===== config.mk =====
export PLATFORM = sky130hd
export DESIGN_NAME = cpu_core_seq
export DESIGN_NICKNAME = d
export VERILOG_FILES = /design/src/rtl/cpu_core_seq.sv
export SDC_FILE = /design/constraint.sdc
export NUM_CORES = 1
export LEC_CHECK = 0
export CAP_MARGIN = 20
export CORE_AREA = 8 8 243 245
export CTS_CLUSTER_DIAMETER = 80
export CTS_CLUSTER_SIZE = 24
export DETAILED_ROUTE_END_ITERATION = 7
export DIE_AREA = 0 0 251 253
export GPL_TIMING_DRIVEN = 0
export PLACE_DENSITY_LB_ADDON = 0.2
export SYNTH_ARGS = -nofsm -noshare
export SYNTH_HDL_FRONTEND = slang
export SYNTH_SLANG_ARGS = --single-unit

===== constraint.sdc =====
create_clock -name clk -period 9.8 [get_ports clk]
set_input_delay 1.96 -clock clk [delete_from_list [all_inputs] [get_ports clk]]
set_output_delay 1.96 -clock clk [all_outputs]
set_load 0.01 [all_outputs]

===== src/rtl/cpu_core_seq.sv =====
// Single-core request sequencer: runs a loadable program of cache reads and writes over a req/ack port
// and writes read data into a local register file. Define CPU_CORE_SEQ_LOOP_EN to repeat the program until reset.
module cpu_core_seq #(
    parameter int ADDR_W     = 32,
    parameter int DATA_W     = 32,
    parameter int PROG_DEPTH = 8,
    parameter int NREGS      = 8,
    // Derived widths; leave at their defaults.
    parameter int PC_W       = $clog2(PROG_DEPTH),
    parameter int RI_W       = $clog2(NREGS),
    parameter int INSTR_W    = 1 + ADDR_W + RI_W + DATA_W
) (
    input  logic               clk,
    input  logic               reset,
    input  logic               prog_we,
    input  logic [PC_W-1:0]    prog_addr,
    input  logic [INSTR_W-1:0] prog_data,
    input  logic [PC_W:0]      prog_len,
    input  logic               start,
    output logic [ADDR_W-1:0]  cache_addr,
    output logic               cache_rw,
    output logic               cache_req,
    output logic [DATA_W-1:0]  cache_data_out,
    input  logic               cache_ack,
    input  logic               cache_resp_valid,
    input  logic [DATA_W-1:0]  cache_resp_data,
    output logic               busy,
    output logic               done,
    output logic [PC_W:0]      pc,
    input  logic [RI_W-1:0]    dbg_ridx,
    output logic [DATA_W-1:0]  dbg_rdata
);

    localparam int PCL_W = PC_W + 1;
    localparam logic [PC_W:0] DEPTH_L = PCL_W'(PROG_DEPTH);
    localparam logic [PC_W:0] PC_ONE  = PCL_W'(1);

    typedef enum logic [1:0] {
        S_IDLE,
        S_ISSUE,
        S_WAIT_RESP,
        S_HALT
    } state_e;

    state_e              state_q, state_d;
    logic [PC_W:0]       pc_q, pc_d, len_q, len_d;
    logic [PC_W:0]       len_clamped, pc_inc;
    logic                req_q, req_d, rw_q, rw_d;
    logic [ADDR_W-1:0]   addr_q, addr_d;
    logic [DATA_W-1:0]   wdata_q, wdata_d;
    logic                busy_q, busy_d, done_q, done_d;
    logic                advance, reg_we, prog_en;

    logic [INSTR_W-1:0]  prog_mem [PROG_DEPTH];
    logic [DATA_W-1:0]   regs_q   [NREGS];

    logic [INSTR_W-1:0]  cur_instr;
    logic                cur_rw;
    logic [ADDR_W-1:0]   cur_addr;
    logic [RI_W-1:0]     cur_rd;
    logic [DATA_W-1:0]   cur_wdata;

    // pc never exceeds len-1 while an instruction is live, so the low bits index the program.
    assign cur_instr = prog_mem[pc_q[PC_W-1:0]];
    assign cur_rw    = cur_instr[INSTR_W-1];
    assign cur_addr  = cur_instr[INSTR_W-2 -: ADDR_W];
    assign cur_rd    = cur_instr[DATA_W +: RI_W];
    assign cur_wdata = cur_instr[DATA_W-1:0];

    assign len_clamped = (prog_len > DEPTH_L) ? DEPTH_L : prog_len;
    assign pc_inc      = pc_q + PC_ONE;
    assign prog_en     = prog_we && ((state_q == S_IDLE) || (state_q == S_HALT));

    always_comb begin
        // NOTE: every signal gets a default before the case so no path leaves it unassigned (no latches).
        state_d = state_q;
        pc_d    = pc_q;
        len_d   = len_q;
        req_d   = req_q;
        rw_d    = rw_q;
        addr_d  = addr_q;
        wdata_d = wdata_q;
        done_d  = 1'b0;
        advance = 1'b0;
        reg_we  = 1'b0;

        unique case (state_q)
            S_IDLE, S_HALT: begin
                if (start) begin
                    len_d = len_clamped;
                    pc_d  = '0;
                    if (len_clamped == '0) begin
                        state_d = S_HALT;
                        done_d  = 1'b1;
                    end else begin
                        state_d = S_ISSUE;
                    end
                end
            end
            S_ISSUE: begin
                // First cycle in ISSUE loads the request registers; the request then holds until ack.
                if (!req_q) begin
                    req_d   = 1'b1;
                    rw_d    = cur_rw;
                    addr_d  = cur_addr;
                    wdata_d = cur_wdata;
                end else if (cache_ack) begin
                    req_d = 1'b0;
                    if (rw_q) advance = 1'b1;
                    else      state_d = S_WAIT_RESP;
                end
            end
            S_WAIT_RESP: begin
                if (cache_resp_valid) begin
                    reg_we  = 1'b1;
                    advance = 1'b1;
                end
            end
            default: state_d = S_IDLE;
        endcase

        if (advance) begin
            if (pc_inc == len_q) begin
`ifdef CPU_CORE_SEQ_LOOP_EN
                pc_d    = '0;
                state_d = S_ISSUE;
`else
                pc_d    = pc_inc;
                state_d = S_HALT;
                done_d  = 1'b1;
`endif
            end else begin
                pc_d    = pc_inc;
                state_d = S_ISSUE;
            end
        end

        busy_d = (state_d == S_ISSUE) || (state_d == S_WAIT_RESP);
    end

    always_ff @(posedge clk) begin
        // NOTE: sequential state uses non-blocking assignments so every flop samples pre-edge values.
        if (reset) begin
            state_q <= S_IDLE;
            pc_q    <= '0;
            len_q   <= '0;
            req_q   <= 1'b0;
            rw_q    <= 1'b0;
            addr_q  <= '0;
            wdata_q <= '0;
            busy_q  <= 1'b0;
            done_q  <= 1'b0;
            for (int i = 0; i < NREGS; i++) regs_q[i] <= '0;
        end else begin
            state_q <= state_d;
            pc_q    <= pc_d;
            len_q   <= len_d;
            req_q   <= req_d;
            rw_q    <= rw_d;
            addr_q  <= addr_d;
            wdata_q <= wdata_d;
            busy_q  <= busy_d;
            done_q  <= done_d;
            if (reg_we) regs_q[cur_rd] <= cache_resp_data;
        end
    end

    // NOTE: program memory is deliberately left out of reset; a program loaded before reset survives it.
    always_ff @(posedge clk) begin
        if (prog_en) prog_mem[prog_addr] <= prog_data;
    end

    assign cache_req      = req_q;
    assign cache_rw       = rw_q;
    assign cache_addr     = addr_q;
    assign cache_data_out = wdata_q;
    assign busy           = busy_q;
    assign done           = done_q;
    assign pc             = pc_q;
    assign dbg_rdata      = regs_q[dbg_ridx];

endmodule


# Word level (Yosys, flattened, before mapping)
# Memories as Yosys holds them, arrays and structs flattened. A register that Yosys moved wholly into a read port is not among the register bits.
# Index checks and enable logic that the tools add are counted.
[classes]
order_cmp = 1
n_mul = 0
n_addsub = 1
n_div = 0
reduce_logical = 12
shift = 0
eq_ne = 6
n_bitwise = 1
mux = 37
[ops]
columns = ["op", "n"]
rows = [
  ["32-bit two-way mux", 1],
  ["32-bit OR reduction", 1],
  ["1-bit two-way mux", 20],
  ["4-bit two-way mux", 4],
  ["2-bit two-way mux", 7],
  ["3-bit two-way mux", 3],
  ["2-bit == test (second input constant)", 3],
  ["2-bit AND reduction", 3],
  ["4-bit by 1-bit adder with 4-bit output (second input constant)", 1],
  ["2-bit by 1-bit == test with 1-bit output (second input constant)", 2],
  ["4-bit == test", 1],
  ["4-bit greater-than comparator (second input constant)", 1],
  ["4-bit zero test", 1],
  ["2-bit one-hot mux with 2 select lines", 1],
  ["2-bit nonzero test", 2],
  ["2-bit zero test", 1],
  ["1-bit logical OR", 2],
  ["1-bit one-hot mux with 2 select lines", 1],
  ["2-bit OR reduction", 1],
  ["1-bit logical AND", 1],
  ["1-bit NOT", 1],
]
[totals]
inputBits = 116
regBits = 78
memories = 2
out_inout_bits = 104
rom_bits = 0
ramBits = 800
latchBits = 0
[mem_list]
columns = ["memory", "depth", "width", "read_ports", "rd_ports_with_merged_regs", "write_ports", "line_no", "rtl"]
rows = [
  ["prog_mem", 8, 68, 1, 1, 1, "54", "logic [INSTR_W-1:0] prog_mem [PROG_DEPTH];"],
  ["regs_q", 8, 32, 1, 0, 8, "55", "logic [DATA_W-1:0] regs_q [NREGS];"],
]

# Longest topological paths before layout
# Gate-level depths: netlist of the first run.
[depth]
word_depth = 9
depth_mapped = 8
depth_no_buf = 7

# Worst setup path before layout of the first run
# No wires, ideal clock.
[synth_timing]
kind = "input to register"
start = "in prog_addr[0]"
end = "mem prog_mem[2][0] in the netlist's numbering, enable pin"
path_buffers = 0
required_time_ns = 9.222
setup_slack_ns = 2.463
stages = 2
arrival_ns = 6.758
path_cell_list = "nand2b_1 nor3_1"
[synth_lines]
columns = ["item", "line_no", "rtl"]
rows = [
  ["start: declaration", "16", "input logic [PC_W-1:0] prog_addr,"],
  ["end: declaration", "54", ""],
]
# No word-level cell before the write port.

# Final worst setup path of the first run
[layout_timing]
start = "in dbg_ridx[0]"
end = "out dbg_rdata[30]"
[layout_via]
elab_chain_cells = 1
[layout_lines]
columns = ["item", "line_no", "rtl"]
rows = [
  ["start: declaration", "30", "input logic [RI_W-1:0] dbg_ridx,"],
  ["memory read 8 x 32 bit", "n/a", ""],
  ["end: declaration", "31", "output logic [DATA_W-1:0] dbg_rdata"],
]
# No other way between the ends.

==> results of run 1 <==
power by group through the flow:
stage               clock network (mW)  registers, mW  logic [mW]
global placement                     0           4.36       0.517
global route                      2.16           4.28       0.594
floorplan                            0           4.36       0.227
finish                            2.03           4.27       0.557
detailed placement                   0           4.36       0.558
CTS                               2.06           4.27       0.561
cell families after synthesis:
| logic type | share of synthesized area |
|---|---|
| simple gates | 0.05369 |
| fa+ha+maj | 0.001095 |
| flops | 0.7480 |
| mux | 0.1612 |
| compound gates | 0.01982 |
| xor+xnor | 0.001533 |
| buf+inv | 0.01467 |
flip-flops by register name, indices dropped and copies added, names as in the netlist, named ones only:
register and flops:
prog_mem 544, cache_data_out 32, len_q 4, state_q 2, cache_addr 32, busy 1, cache_req 1, cache_rw 1
pc 4, regs_q 256, done 1
cell usage in the layout (no fill, tap or decap), types with 2 or more instances in the layout:
cell type                         netlist  final
sky130_fd_sc_hd__edfxtp_1             800    800
sky130_fd_sc_hd__nor2_1               303    299
sky130_fd_sc_hd__clkdlybuf4s50_1        0    215
sky130_fd_sc_hd__mux4_2               200    200
sky130_fd_sc_hd__clkbuf_1              70     98
sky130_fd_sc_hd__dfxtp_1               81     81
sky130_fd_sc_hd__nand2_1               76     76
sky130_fd_sc_hd__mux2i_1               66     66
sky130_fd_sc_hd__a211oi_1              65     65
sky130_fd_sc_hd__clkbuf_16              0     47
sky130_fd_sc_hd__mux2_2                32     32
sky130_fd_sc_hd__and2_1                32     32
sky130_fd_sc_hd__buf_2                 27     27
sky130_fd_sc_hd__buf_6                  0     22
sky130_fd_sc_hd__buf_1                 17     17
sky130_fd_sc_hd__buf_12                 0     13
sky130_fd_sc_hd__a21oi_1               12     12
sky130_fd_sc_hd__inv_1                  9      9
sky130_fd_sc_hd__buf_8                  0      9
sky130_fd_sc_hd__diode_2                0      8
sky130_fd_sc_hd__nor3b_1                8      8
sky130_fd_sc_hd__a21o_2                 0      7
sky130_fd_sc_hd__nand3_1                6      6
sky130_fd_sc_hd__buf_16                 0      6
sky130_fd_sc_hd__buf_4                  1      5
sky130_fd_sc_hd__nor3_2                 1      5
sky130_fd_sc_hd__xnor2_1                5      5
sky130_fd_sc_hd__nor2_4                 0      4
sky130_fd_sc_hd__o21ai_0                4      4
sky130_fd_sc_hd__a31oi_1                3      3
sky130_fd_sc_hd__ha_1                   3      3
sky130_fd_sc_hd__nand2b_1               2      2
sky130_fd_sc_hd__nor2b_1                2      2
sky130_fd_sc_hd__nand3b_1               2      2
sky130_fd_sc_hd__nor4_1                 2      2
sky130_fd_sc_hd__clkinv_4               0      2
cells in the mapped netlist, drive strengths merged:
library cell	number	share of area
nor2b	2	0.00036
mux2i	66	0.019
xor2	1	0.00026
and2	32	0.0058
nor4	2	0.00036
a21oi	12	0.0018
nand4	1	0.00018
nand3b	2	0.00044
buf	45	0.0060
or2	1	0.00018
nand3	6	0.00088
o31ai	1	0.00022
or3b	1	0.00026
nand2b	2	0.00036
clkbuf	70	0.0077
ha	3	0.0011
xnor2	5	0.0013
dfxtp	81	0.047
nand2	76	0.0083
a31oi	3	0.00055
mux2	32	0.011
nor3	6	0.0010
edfxtp	800	0.70
o21ai	4	0.00058
mux4	200	0.13
nor3b	9	0.0023
a311oi	1	0.00026
inv	9	0.00099
o21a	1	0.00022
a211oi	65	0.014
nor2	303	0.033
a21o	8	0.0018
a31o	1	0.00026
area by class of cell:
type / instances / area, µm²
flip-flops and latches: 881 / 25640
fillers: 3420 / 15960
multi-input cells: 846 / 8194
repair buffers: 269 / 2990
clock buffers: 75 / 1281
well taps: 712 / 890.9
plain buffers: 115 / 469.2
clock inverters: 3 / 33.78
inverters: 9 / 33.78
diodes: 8 / 20.02
path summary, 6_finish.rpt:
path	startpoint	to	slack (ns)	depth (start not counted)
min reg2reg	len_q[3]	len_q[3]	0.48	2
max	dbg_ridx[0]	dbg_rdata[30]	3.45	5
min	len_q[3]	len_q[3]	0.48	2
max reg2reg	flip-flop	regs_q[7][29]	6.04	6
through the flow:
step	cell area, µm²	cells	total power [mW]
final	39560	2918	6.855
after global routing	39550	2913	7.037
after CTS	39520	2909	6.888
after detailed placement	38210	2831	4.913
after global placement	37330	2778	4.881
after floorplan	34280	1851	4.589
layer usage:
metal | vias up | global-route usage | wire length [µm]
met3 | 132 | 0.05788 | 7208
met1 | 9433 | 0.3172 | 29830
li1 | 7882 | - | -
met4 | 14 | 0.07998 | 2016
met5 | - | 0 | 81
met2 | 809 | 0.4145 | 39480
critical path, stage by stage:
cell,delay (ns)
sky130_fd_sc_hd__clkbuf_1,0.55
sky130_fd_sc_hd__buf_2,0.49
sky130_fd_sc_hd__mux4_2,0.57
sky130_fd_sc_hd__mux2_2,0.31
sky130_fd_sc_hd__clkdlybuf4s50_1,0.49
==> metrics.txt, run 1 <==
clock sink total=881; Worst Path Arrival=between 4 and 5 ns; clock tree from TritonCTS=done; final clock skew=approximately 0.016 ns; width of the chip=251 µm; area of the mapped netlist=approximately 34000 µm²; syn_nets=~2000; placeable core area=55520 µm²; kind of critical path=primary input to output port; Final Util=0.7126; remaining global-route overflow=0; required time at the worst-slack endpoint=just under 8 ns; Routed WL per cell=26.94 µm; tightest slew margin relative to the limit=0.2511; total internal power=around 5.4 mW; RSZ-0062 raised after global routing=false; first-pass GRT wire length=roughly 120000 µm; Period minus WS final=~6.3 ns; iteration-0 DRC count of the detailed router=1767; wire length after detailed routing=between 70000 and 80000 µm; Final nets=about 2300; IO Port Bufs=215; pre-CTS setup slack=around 3.4 ns; Die Area=63500 µm²; boundary pin count=220; Min Hold Slack=approximately 0.48 ns; clock tree buffer depth=3; final setup violation count=0; FF+latch count, synth=between 800 and 900; count of pins over their slew limit=0; mean instance size in the synthesized netlist=about 19 µm²; worst-margin pin slew=roughly 1.1 ns; pin count of the biggest net entering global routing=33; count of maximum capacitance violations=0; number of vias after detailed routing=18270; detailed-route vias per instance=roughly 6.3; total negative slack=0 ns; largest fanout on the critical path=10; cell count after synthesis=1851; final count of hold timing violations=0; number of warnings reported in the yosys synthesis log=0; quantity of hold-fixing buffers added after cts=0; crit start category=primary input; share of cells above drive strength 1=0.1747; CTS buffer count=43; crit path capture type=output port; number of antenna violations at the first check in global routing=13; Clock Power Share=0.296; quantity of gates resized following cts=0; Die Y-Extent=~250 µm; global router's overall resource usage=0.2457; initial core utilization=0.6175; leakage dissipation=between 10 and 15 nW; run status=complete, no violations; TritonRoute pass-1 iters=5; power spent charging and discharging nets=~1.5 mW; Achievable Freq=about 160 MHz; sequential element share of the synthesized area=0.7480; post-synth cell types=37; total setup buffers inserted after CTS=0; peak supply drop=approximately 0.15 mV; minimum setup slack in the final design=about 3.5 ns; detailed placer's ending HPWL=between 50000 and 60000 µm; worst-skew pair later-pin latency=roughly 0.60 ns; power density over cell area=173.3 nW/µm²; count of standard-cell rows=between 80 and 90; CTS clk-pin slew, worst paths=about 0.09 ns; Antenna Violating Nets Remaining=0; switching fraction of total power=0.2152; root buf cell=sky130_fd_sc_hd__clkbuf_16; via count of the first global-routing pass=19000; register share of total power=0.623; gpl congestion=about 0.84; DRC violations left=0; part of the total power dissipated in combinational logic=0.081; H-tree depth=2; Hold/Removal Path Class=flip-flop to flip-flop; fraction of the cycle the final worst path needs=0.6479; Layout Area Growth over Synthesis=15.39%
No activity file was read; power rests on OpenSTA's default activity.
==> inputs of run 2 (changes only) <==
--- a/config.mk
+++ b/config.mk
@@ -6,11 +6,11 @@
 export NUM_CORES = 1
 export LEC_CHECK = 0
 export CAP_MARGIN = 20
-export CORE_AREA = 8 8 243 245
+export CORE_AREA = 8 8 251 253
 export CTS_CLUSTER_DIAMETER = 80
 export CTS_CLUSTER_SIZE = 24
 export DETAILED_ROUTE_END_ITERATION = 7
-export DIE_AREA = 0 0 251 253
+export DIE_AREA = 0 0 259 261
 export GPL_TIMING_DRIVEN = 0
 export PLACE_DENSITY_LB_ADDON = 0.2
 export SYNTH_ARGS = -nofsm -noshare
==> constraint.sdc (replaced) <==
create_clock -name clk -period 6.2 [get_ports clk]
set_input_delay 1.24 -clock clk [delete_from_list [all_inputs] [get_ports clk]]
set_output_delay 1.24 -clock clk [all_outputs]
set_load 0.01 [all_outputs]
==> run 2 against run 1 <==
Compared with the run above:
- die area grew 6.5%
- total power grew 57%
- worst setup slack lost 2.2 ns
- critical endpoint is now dbg_rdata[0]
- largest power group unchanged
- highest routed layer unchanged
==> metrics.txt, run 2 (synthesis gave the netlist of run 1 again) <==
run status=complete, no violations (unchanged); fraction of the cycle the final worst path needs=0.7993; Achievable Freq=~200 MHz; required time at the worst-slack endpoint=4.96 ns (was 7.84 ns); largest fanout on the critical path=10 (unchanged); quantity of hold-fixing buffers added after cts=0 (unchanged); worst-margin pin slew=1.122 ns (was 1.123 ns); Worst Path Arrival=3.72 ns (was 4.39 ns); Die Y-Extent=261 µm (was 253 µm); critical path's slowest cell=sky130_fd_sc_hd__clkbuf_1 (was sky130_fd_sc_hd__mux4_2); most frequent cells in the layout=sky130_fd_sc_hd__edfxtp_1 (800), sky130_fd_sc_hd__nor2_1 (299), sky130_fd_sc_hd__clkdlybuf4s50_1 (215) (unchanged); Regs by FF count=prog_mem: 544 flops, regs_q: 256 flops (unchanged); crit path capture type=output port (unchanged); RSZ-0062 raised after global routing=false (unchanged); placeable core area=59340 µm² (was 55520 µm²); CTS clk-pin slew, worst paths=0.08 ns (was 0.09 ns); Hold/Removal Path Class=flip-flop to flip-flop (unchanged); tightest slew margin relative to the limit=0.2520 (was 0.2511); boundary pin count=220 (unchanged); Antenna Violating Nets Remaining=0 (unchanged); width of the chip=259 µm (was 251 µm); Die Area=67600 µm² (was 63500 µm²); number of antenna violations at the first check in global routing=12 (was 13); pin count of the biggest net entering global routing=33 (unchanged); final count of hold timing violations=0 (unchanged); source of the worst hold timing path=len_q[3] (unchanged); worst-skew pair later-pin latency=0.61 ns (was 0.60 ns); CTS buffer count=43 (unchanged); Layout Area Growth over Synthesis=15.60% (was 15.39%); global router's overall resource usage=0.2347 (was 0.2457); flip-flop count of the largest register after layout=544 (unchanged); final setup violation count=0 (unchanged); Routed WL per cell=26.74 µm (was 26.94 µm); count of pins over their slew limit=0 (unchanged); most common cell after layout, fill and taps aside=sky130_fd_sc_hd__edfxtp_1 (unchanged); Period minus WS final=4.956 ns; clock sink total=881 (unchanged); total setup buffers inserted after CTS=0 (unchanged); share of cells above drive strength 1=0.1720 (was 0.1747); count of standard-cell rows=90 (was 87); crit start category=primary input (unchanged); via count of the first global-routing pass=18980 (was 19000); total power consumption of the routed design=10.80 mW (was 6.855 mW); IO Port Bufs=215 (unchanged); worst setup path startpoint=dbg_ridx[0] (unchanged); root buf cell=sky130_fd_sc_hd__clkbuf_16 (unchanged); pre-CTS setup slack=1.175 ns (was 3.441 ns); peak supply drop=0.2961 mV (was 0.1548 mV); kind of critical path=primary input to output port (unchanged); power density over cell area=272.4 nW/µm² (was 173.3 nW/µm²); initial core utilization=0.5777 (was 0.6175); Final nets=2277 (was 2284); Filler cells=3856 (was 3420); count of maximum capacitance violations=0 (unchanged); Critical Path, Cell by Cell=clkbuf_1, buf_2, mux4_2, mux2_2, clkdlybuf4s50_1 (unchanged); first-pass GRT wire length=117600 µm (was 116300 µm); quantity of gates resized following cts=0 (unchanged); Slowest Stage Delay on Critical Path=0.59 ns (was 0.57 ns); detailed-route vias per instance=6.104 (was 6.261); register bank with the most flops=prog_mem (unchanged); leakage dissipation=12.45 nW (was 12.47 nW); DRC violations left=0 (unchanged); final clock skew=0.01777 ns (was 0.01600 ns); clock tree from TritonCTS=done (unchanged); remaining global-route overflow=0 (unchanged); H-tree depth=2 (unchanged); number of vias after detailed routing=18170 (was 18270); detailed placer's ending HPWL=52370 µm (was 51760 µm); iteration-0 DRC count of the detailed router=1868 (was 1767); wire length after detailed routing=79590 µm (was 78620 µm); minimum setup slack in the final design=1.244 ns (was 3.450 ns); TritonRoute pass-1 iters=7 (was 5); gpl congestion=0.8102 (was 0.8365); clock tree buffer depth=3 (unchanged)
-- run 2: cell count changes in the layout (fill, tap and decap cells not counted), sizes merged --
cell	delta
inv	+4
clkbuf	-2
clkinv	-1
diode	-6
buf	-7
-- run 2: worst max-delay path: cells and delay by family --
family | cells | cell delay (ns)
buf+inv | 3 | 1.60
mux | 2 | 0.87
-- run 2: layout make-up --
type / instances / area, µm² / area share
Timing Repair Buffer: 262 / 3019 / 0.07618
Inverter: 9 / 33.78 / 0.0008524
Buffer: 115 / 469.2 / 0.01184
Sequential cell: 881 / 25640 / 0.6471
Clock inverter: 6 / 65.06 / 0.001642
Multi-Input combinational cell: 846 / 8207 / 0.2071
Antenna cell: 2 / 5.005 / 0.0001263
Clock buffer: 73 / 1210 / 0.03053
Tap cell: 782 / 978.4 / 0.02469
-- run 2: power breakdown --
group	switching, mW	leakage [nW]	internal (mW)
clock network	1.80	0.609	1.37
logic	0.477	3.60	0.407
registers	0.0820	8.24	6.67
-- run 2: worst paths after layout --
path | to | cells past startpoint | slack [ns]
max | dbg_rdata[0] | 5 | 1.24
min | len_q[3] | 2 | 0.48
max reg2reg | regs_q[7][11] | 6 | 2.46
min reg2reg | len_q[3] | 2 | 0.48
-- run 2: layer usage --
metal / track usage / part of all wire
met5: 0 / 0.0015
met4: 0.06749 / 0.027
met3: 0.05606 / 0.093
met2: 0.3920 / 0.50
met1: 0.3089 / 0.38
-- run 2: stage by stage --
step / area, µm² / utilization / hold WS, ns / TNS, ns / instances
2_1_floorplan: 34290 / - / 0.4488 / -56.67 / 1851
3_3_place_gp: 37420 / 0.6306 / 0.4638 / -1679.63 / 2848
3_5_place_dp: 38340 / 0.6460 / 0.4686 / 0 / 2894
4_1_cts: 39610 / 0.6675 / 0.4803 / 0 / 2973
5_1_grt: 39630 / 0.6678 / 0.5129 / 0 / 2976
6_report: 39630 / 0.6678 / 0.4775 / 0 / 2976
==> inputs of run 3 (changes only) <==
--- a/config.mk
+++ b/config.mk
@@ -6,11 +6,11 @@
 export NUM_CORES = 1
 export LEC_CHECK = 0
 export CAP_MARGIN = 20
-export CORE_AREA = 8 8 251 253
+export CORE_AREA = 8 8 264 266
 export CTS_CLUSTER_DIAMETER = 80
 export CTS_CLUSTER_SIZE = 24
 export DETAILED_ROUTE_END_ITERATION = 7
-export DIE_AREA = 0 0 259 261
+export DIE_AREA = 0 0 272 274
 export GPL_TIMING_DRIVEN = 0
 export PLACE_DENSITY_LB_ADDON = 0.2
 export SYNTH_ARGS = -nofsm -noshare
==> constraint.sdc (replaced) <==
create_clock -name clk -period 4.1 [get_ports clk]
set_input_delay 0.82 -clock clk [delete_from_list [all_inputs] [get_ports clk]]
set_output_delay 0.82 -clock clk [all_outputs]
set_load 0.01 [all_outputs]
==> run 3 against run 2 <==
Compared with the run above:
- first-iteration DRC count fell by 8.5%
- utilization is 5.9 points lower
- critical endpoint is now dbg_rdata[25]
- count of clock-buffer cells in the layout up 1
- clock skew increased by 0.0015 ns
- die area increased by 10%
- sequential power is 51% higher
- register-to-register slack worse by 2.0 ns
- sequential share of layout area shrank 0.15 points
==> metrics.txt, run 3 (synthesis gave the netlist of run 1 again) <==
run status=complete, no violations (unchanged); count of standard-cell rows=94 (was 90); source of the worst hold timing path=cache_addr[21] (was len_q[3]); Hold/Removal Path Class=flip-flop to flip-flop (unchanged); fraction of the cycle the final worst path needs=0.9838; clock sink total=881 (unchanged); cell area after placement=38400 µm² (was 38340 µm²); final setup violation count=0 (unchanged); first-pass GRT wire length=118600 µm (was 117600 µm); number of antenna violations at the first check in global routing=14 (was 12); Critical Path, Cell by Cell=clkbuf_1, clkbuf_1, mux4_2, mux2_2, clkdlybuf4s50_1 (was clkbuf_1, buf_2, mux4_2, mux2_2, clkdlybuf4s50_1); clock tree from TritonCTS=done (unchanged); Die Area=74530 µm² (was 67600 µm²); minimum setup slack in the final design=0.06648 ns (was 1.244 ns); required time at the worst-slack endpoint=3.28 ns (was 4.96 ns); Regs by FF count=prog_mem: 544 flops, regs_q: 256 flops (unchanged); total power consumption of the routed design=16.34 mW (was 10.80 mW); RSZ-0062 raised after global routing=false (unchanged); peak supply drop=0.2747 mV (was 0.2961 mV); Routed WL per cell=26.07 µm (was 26.74 µm); quantity of gates resized following cts=3 (was 0); critical path's slowest cell=sky130_fd_sc_hd__clkbuf_1 (unchanged); Reg2Reg Capture Point=regs_q[7][13] (was regs_q[7][11]); wire length after detailed routing=79810 µm (was 79590 µm); largest fanout on the critical path=10 (unchanged); CTS clk-pin slew, worst paths=0.10 ns (was 0.08 ns); TritonRoute pass-1 iters=5 (was 7); terminating pin of the worst hold path=cache_addr[21] (was len_q[3]); final clock skew=0.01931 ns (was 0.01777 ns); tightest slew margin relative to the limit=0.2583 (was 0.2520); total negative slack=0 ns (unchanged); detailed-route vias per instance=5.828 (was 6.104); total setup buffers inserted after CTS=0 (unchanged); final count of hold timing violations=0 (unchanged); R2R Setup Slk=0.43 ns (was 2.46 ns); crit start category=primary input (unchanged); Die Y-Extent=274 µm (was 261 µm); register bank with the most flops=prog_mem (unchanged); Filler cells=4674 (was 3856); placeable core area=65280 µm² (was 59340 µm²); worst hold path depth=2 (unchanged); initial core utilization=0.5252 (was 0.5777); quantity of hold-fixing buffers added after cts=0 (unchanged); Achievable Freq=around 250 MHz; global router's overall resource usage=0.2124 (was 0.2347); Worst Path Arrival=3.21 ns (was 3.72 ns); pin count of the biggest net entering global routing=33 (unchanged); count of pins over their slew limit=0 (unchanged); number of vias after detailed routing=17850 (was 18170); most common cell after layout, fill and taps aside=sky130_fd_sc_hd__edfxtp_1 (unchanged); Slowest Stage Delay on Critical Path=0.63 ns (was 0.59 ns); post-layout instance area=39720 µm² (was 39630 µm²); cell repeated most along the worst path=sky130_fd_sc_hd__clkbuf_1; DRC violations left=0 (unchanged); iteration-0 DRC count of the detailed router=1709 (was 1868); remaining global-route overflow=0 (unchanged); detailed placer's ending HPWL=53710 µm (was 52370 µm); crit path capture type=output port (unchanged); leakage dissipation=12.44 nW (was 12.45 nW); pre-CTS setup slack=-0.1181 ns (was 1.175 ns); root buf cell=sky130_fd_sc_hd__clkbuf_16 (unchanged); reg2reg path depth=6 (unchanged); Period minus WS final=between 4 and 5 ns; boundary pin count=220 (unchanged); most frequent cells in the layout=sky130_fd_sc_hd__edfxtp_1 (800), sky130_fd_sc_hd__nor2_1 (299), sky130_fd_sc_hd__clkdlybuf4s50_1 (215) (unchanged); Antenna Violating Nets Remaining=0 (unchanged); H-tree depth=2 (unchanged); CTS buffer count=43 (unchanged); IO Port Bufs=215 (unchanged); width of the chip=272 µm (was 259 µm); flip-flop count of the largest register after layout=544 (unchanged); worst-skew pair later-pin latency=0.60 ns (was 0.61 ns); clock tree buffer depth=3 (unchanged); kind of critical path=primary input to output port (unchanged); Final nets=2276 (was 2277); gpl congestion=0.7733 (was 0.8102); share of cells above drive strength 1=0.1731 (was 0.1720); worst-margin pin slew=1.113 ns (was 1.122 ns); via count of the first global-routing pass=18860 (was 18980); power density over cell area=411.5 nW/µm² (was 272.4 nW/µm²); Layout Area Growth over Synthesis=15.86% (was 15.60%); count of maximum capacitance violations=0 (unchanged)
[run 3: layout make-up]
type	count	area, µm²	share of cell area
repair buffers	261	2980	0.07503
flip-flops and latches	881	25640	0.6456
diodes	8	20.02	0.0005040
clock inverters	4	37.54	0.0009450
plain buffers	115	473.0	0.01191
well taps	864	1081	0.02722
multi-input cells	846	8207	0.2066
inverters	9	33.78	0.0008505
clock buffers	74	1245	0.03134
[run 3: routing by layer]
layer  share of wire  track usage
met5          0.0010            0
met4           0.025      0.05830
met3           0.084      0.05453
met2            0.50       0.3606
met1            0.39       0.2720
[run 3: critical path, delay by kind of cell]
kind | cells | cell delay (ns)
muxes | 2 | 0.71
buffers and inverters | 3 | 1.67
[run 3: metrics by stage]
stage / cells / utilization / hold WS [ns]
3_3_place_gp: 2930 / 0.5752 / 0.4659
4_1_cts: 3053 / 0.6080 / 0.5040
2_1_floorplan: 1851 / - / 0.4488
6_report: 3062 / 0.6085 / 0.5022
3_5_place_dp: 2975 / 0.5883 / 0.4909
5_1_grt: 3058 / 0.6084 / 0.5190
[run 3: how the worst max path moves through the flow]
stage                 start         endpoint  slack [ns]  depth (start not counted)
6_report        dbg_ridx[1]    dbg_rdata[25]        0.07                          5
5_1_grt         dbg_ridx[1]    dbg_rdata[11]        0.03                          5
4_1_cts         dbg_ridx[1]     dbg_rdata[2]        0.06                          5
3_5_place_dp    dbg_ridx[0]     dbg_rdata[0]       -0.12                          5
3_3_place_gp   prog_addr[0]  prog_mem[3][12]       -8.16                          3
2_1_floorplan  prog_addr[0]   prog_mem[3][0]       -2.07                          2
[run 3: report_power, final]
part / switching, mW / total, mW / internal [mW]
Clock: 2.70 / 4.81 / 2.10
Sequential: 0.119 / 10.2 / 10.1
Combinational: 0.724 / 1.34 / 0.614
Total: 3.54 / 16.3 / 12.8
